$ cat config.mk
export PLATFORM = sky130hd
export DESIGN_NAME = program_counter
export DESIGN_NICKNAME = d
export VERILOG_FILES = /design/src/rtl/program_counter_pkg.sv /design/src/rtl/pc_byte_reg.sv /design/src/rtl/program_counter.sv
export SDC_FILE = /design/constraint.sdc
export NUM_CORES = 1
export LEC_CHECK = 0
export BUFFER_PORTS_ARGS = -buffer_cell sky130_fd_sc_hd__buf_2
export CAP_MARGIN = 20
export CORE_UTILIZATION = 35
export DETAILED_ROUTE_END_ITERATION = 7
export PLACE_DENSITY = 0.62
export SLEW_MARGIN = 10
export SYNTH_ARGS = -nofsm -noshare
export SYNTH_HDL_FRONTEND = slang
export SYNTH_SLANG_ARGS = --single-unit
export TNS_END_PERCENT = 20
$ cat constraint.sdc
create_clock -name clk -period 4 [get_ports clk]
set_input_delay 0.4 -clock clk [delete_from_list [all_inputs] [get_ports clk]]
set_output_delay 0.4 -clock clk [all_outputs]
set_load 0.05 [all_outputs]
$ cat src/rtl/program_counter_pkg.sv
// Shared widths for the 16-bit program counter built from two byte halves.
package program_counter_pkg;

    localparam int unsigned BYTE_W = 8;
    localparam int unsigned PC_W   = 16;

endpackage

$ cat src/rtl/pc_byte_reg.sv
// Byte-wide register with asynchronous clear and a synchronous load enable.
module pc_byte_reg
    import program_counter_pkg::*;
(
    input  logic              clk,
    input  logic              rst_n,
    input  logic              load,
    input  logic [BYTE_W-1:0] d,
    output logic [BYTE_W-1:0] q
);

    always_ff @(posedge clk or negedge rst_n) begin
        if (!rst_n) begin
            q <= '0;
        end else if (load) begin
            q <= d;
        end
    end

endmodule

$ cat src/rtl/program_counter.sv
// 16-bit program counter with staged high-byte jump target (PCHITMP) for atomic long jumps.
module program_counter
    import program_counter_pkg::*;
(
    input  logic              clk,
    input  logic              _MR,
    input  logic              _pc_in,
    input  logic              _pclo_in,
    input  logic              _pchitmp_in,
    input  logic [BYTE_W-1:0] D,
    output logic [BYTE_W-1:0] PCHI,
    output logic [BYTE_W-1:0] PCLO
);

    logic [BYTE_W-1:0] pchitmp;
    logic [PC_W-1:0]   pc;
    logic [PC_W-1:0]   pc_inc;
    logic [PC_W-1:0]   pc_next;

    // Staging register; PCHI reads its pre-edge value during a long jump.
    pc_byte_reg u_pchitmp (
        .clk   (clk),
        .rst_n (_MR),
        .load  (!_pchitmp_in),
        .d     (D),
        .q     (pchitmp)
    );

    assign pc_inc = pc + PC_W'(1);

    // Long jump beats short jump beats increment.
    always_comb begin
        pc_next = pc_inc;
        if (!_pc_in) begin
            pc_next = {pchitmp, D};
        end else if (!_pclo_in) begin
            pc_next = {pc[PC_W-1:BYTE_W], D};
        end
    end

    always_ff @(posedge clk or negedge _MR) begin
        if (!_MR) begin
            pc <= '0;
        end else begin
            pc <= pc_next;
        end
    end

    assign PCHI = pc[PC_W-1:BYTE_W];
    assign PCLO = pc[BYTE_W-1:0];

endmodule

==> flow_summary.toml <==
[worst_setup_path]
end_kind = "flop"
r2r_setup_slack_ps = 2390
r2r_end = "pc[14]$_DFFE_PN0P_"
cp.arrival_ps = 1810
reg2reg_depth = 4
critical_path_class = "flop to flop"
r2r_start = "pc[0]$_DFF_PN0_"
worst_ep_required_time_ps = 4200
cp-start-kind = "flop"
worstPathMaxFanout = 5

[yosys]
syn-num-nets = 124
synth_seq_cells = 24
yosys_warnings = 0
ys_types = 26
syn_area_per_cell_um2 = 10.6
ys.flop_type = "dfrtp_1"
synthArstFlopShare = 1.00
synth_edf_count = 0
syn_area_um2 = 1160
yosysSeqAreaShare = 0.516
postSynthCellCount = 110

[routing]
antenna_left = 0
first_pass_iters = 4
wl_per_cell_um = 13.7
vias_per_cell = 5.13
drt-total-wl_mm = 2.49
num_vias = 934
drt-met1-wl_mm = 1.18
drc = 0
routed.top_layer = "met4"
drtIter0Drc = 19
dr_wl_met3_um = 146
met2RoutedLength_mm = 1.14

[timing]
max_freq_mhz = 619
clock_skew_ps = 4.91
relSlewSlack = 0.647
timing.final.crit_share = 0.404
tns_ps = 0
slew_violations = 0
finalSetupViolations = 0
rsz0062_at_grt = "no"
hold-worst-slack_ps = 34.3
worstMarginPinSlew_ps = 529
finalHoldViolations = 0
fin_crit_ps = 1610

[die]
die_x_um = 59.7
initial_core_util = 0.375
dieArea_um2 = 3560
die_h_um = 59.7
io_pins = 29
rows = 20
core-area_um2 = 3100

[flow_run]
max_cap_violations = 0

[pwr]
p_sw_frac = 0.337
power.share.clock = 0.281
ir_drop_v = 0.000226
power.density_nw_per_um2 = 448
seq_power_share = 0.475
pwr-share-comb = 0.244
p_int_mw = 0.416
switching_power_mw = 0.211
p_leak_nw = 0.612

[layout]
synthToLayoutAreaGrowth_pct = 20.0
fin_area_um2 = 1400
utilization = 0.450
num-fill-cells = 311
final_common_cell = "buf_2"
drive_above_1_share = 0.326
diodes = 0
nets = 153
final_cell_mix = "28 x buf_2, 24 x dfrtp_1, 12 x nand2_1"

[clocking]
cts_setup_buffers = 0
cts_root_buffer = "clkbuf_4"
numClockSinks = 24
hold_buffers = 0
numCtsBuffers = 3
clk_pin_slew_ps = 140
insertion_delay_ps = 320
cts_tree = "yes"
clockBufferDepth = 2
ctsResizeCount = 0
cts_htree_levels = 1

[place]
hpwl_mm = 1.88
place_congestion = 0.834
placed_cell_area_um2 = 1350
numPortBuffers = 28

[outcome]
status = "finished clean"

[global_route]
antenna_found_initial = 0
grt_overflow = 0
grt_pass1_vias = 862
grt_pass1_wl_mm = 4.14
grt_max_degree = 25
grt_use_total = 0.160

[worst_hold_path]
hold_path.class = "primary input to async pin"
==> Yosys cell counts, drive strengths merged, types with 4 or more instances <==
library cell	count	area share
a21oi	5	0.021
clkbuf	4	0.013
dfrtp	24	0.52
inv	4	0.013
mux2	9	0.087
nand2	12	0.039
nand3	5	0.026
nand4	4	0.027
nor2	10	0.032
nor4	4	0.040
o21ai	7	0.030
xnor2	9	0.068
==> cells by family (layout without fill, tap and decap cells) <==
| family | count (synthesis) | after routing | share of synthesized area |
|---|---|---|---|
| adder cells (fa/ha/maj) | 1 | 1 | 0.0107 |
| AND/OR/NAND/NOR | 40 | 40 | 0.192 |
| flip-flops | 24 | 24 | 0.516 |
| buffers and inverters | 8 | 36 | 0.0258 |
| AO/OA/AOI/OAI | 17 | 17 | 0.0859 |
| XOR/XNOR | 11 | 11 | 0.0827 |
| multiplexers | 9 | 9 | 0.0870 |
==> worst max path at each step <==
stage / from / slack, ps / to
2_1_floorplan: pc[0]$_DFF_PN0_ / 2190 / pc[14]$_DFFE_PN0P_
3_3_place_gp: pc[0]$_DFF_PN0_ / 2480 / pc[12]$_DFFE_PN0P_
3_5_place_dp: pc[0]$_DFF_PN0_ / 2410 / pc[14]$_DFFE_PN0P_
4_1_cts: pc[0]$_DFF_PN0_ / 2390 / pc[14]$_DFFE_PN0P_
5_1_grt: pc[0]$_DFF_PN0_ / 2250 / pc[14]$_DFFE_PN0P_
6_report: pc[0]$_DFF_PN0_ / 2390 / pc[14]$_DFFE_PN0P_
==> power by group through the flow <==
stage               sequential, mW  clock, mW  combinational (mW)
finish                       0.297      0.176               0.153
global route                 0.302      0.189               0.164
CTS                          0.297      0.180               0.154
detailed placement           0.302          0               0.154
global placement             0.300          0               0.153
floorplan                    0.357          0              0.0531
==> sequential cells by signal, summed over array words and instances, names as in the netlist <==
name / count
u_pchitmp.q: 8
pc: 16
==> critical path: stages (launching register included) <==
cell,delay [ps]
dfrtp_1,440
ha_1,230
nand4_1,230
nor4_1,430
o221ai_1,170
==> metrics by stage <==
step	power [mW]	setup slack, ps	instances
finish	0.627	2390	182
global route	0.655	2250	182
CTS	0.631	2390	182
detailed placement	0.456	2410	178
global placement	0.453	2480	178
floorplan	0.410	2190	110
==> metal layers <==
| metal | vias up | GRT usage |
|---|---|---|
| li1 | 448 | - |
| met1 | 453 | 0.225 |
| met2 | 31 | 0.246 |
| met3 | 2 | 0.0455 |
| met4 | 0 | 0.0332 |
| met5 | - | 0 |
==> area by class of cell <==
class / count / area [µm²] / share of cell area
Inverter: 4 / 15.0 / 0.0107
Multi-Input combinational cell: 78 / 534 / 0.382
Clock inverter: 1 / 30.0 / 0.0215
Clock buffer: 3 / 22.5 / 0.0161
Sequential cell: 24 / 601 / 0.430
Timing Repair Buffer: 28 / 140 / 0.100
Tap cell: 44 / 55.1 / 0.0394
Power figures use the tool's default switching activity.
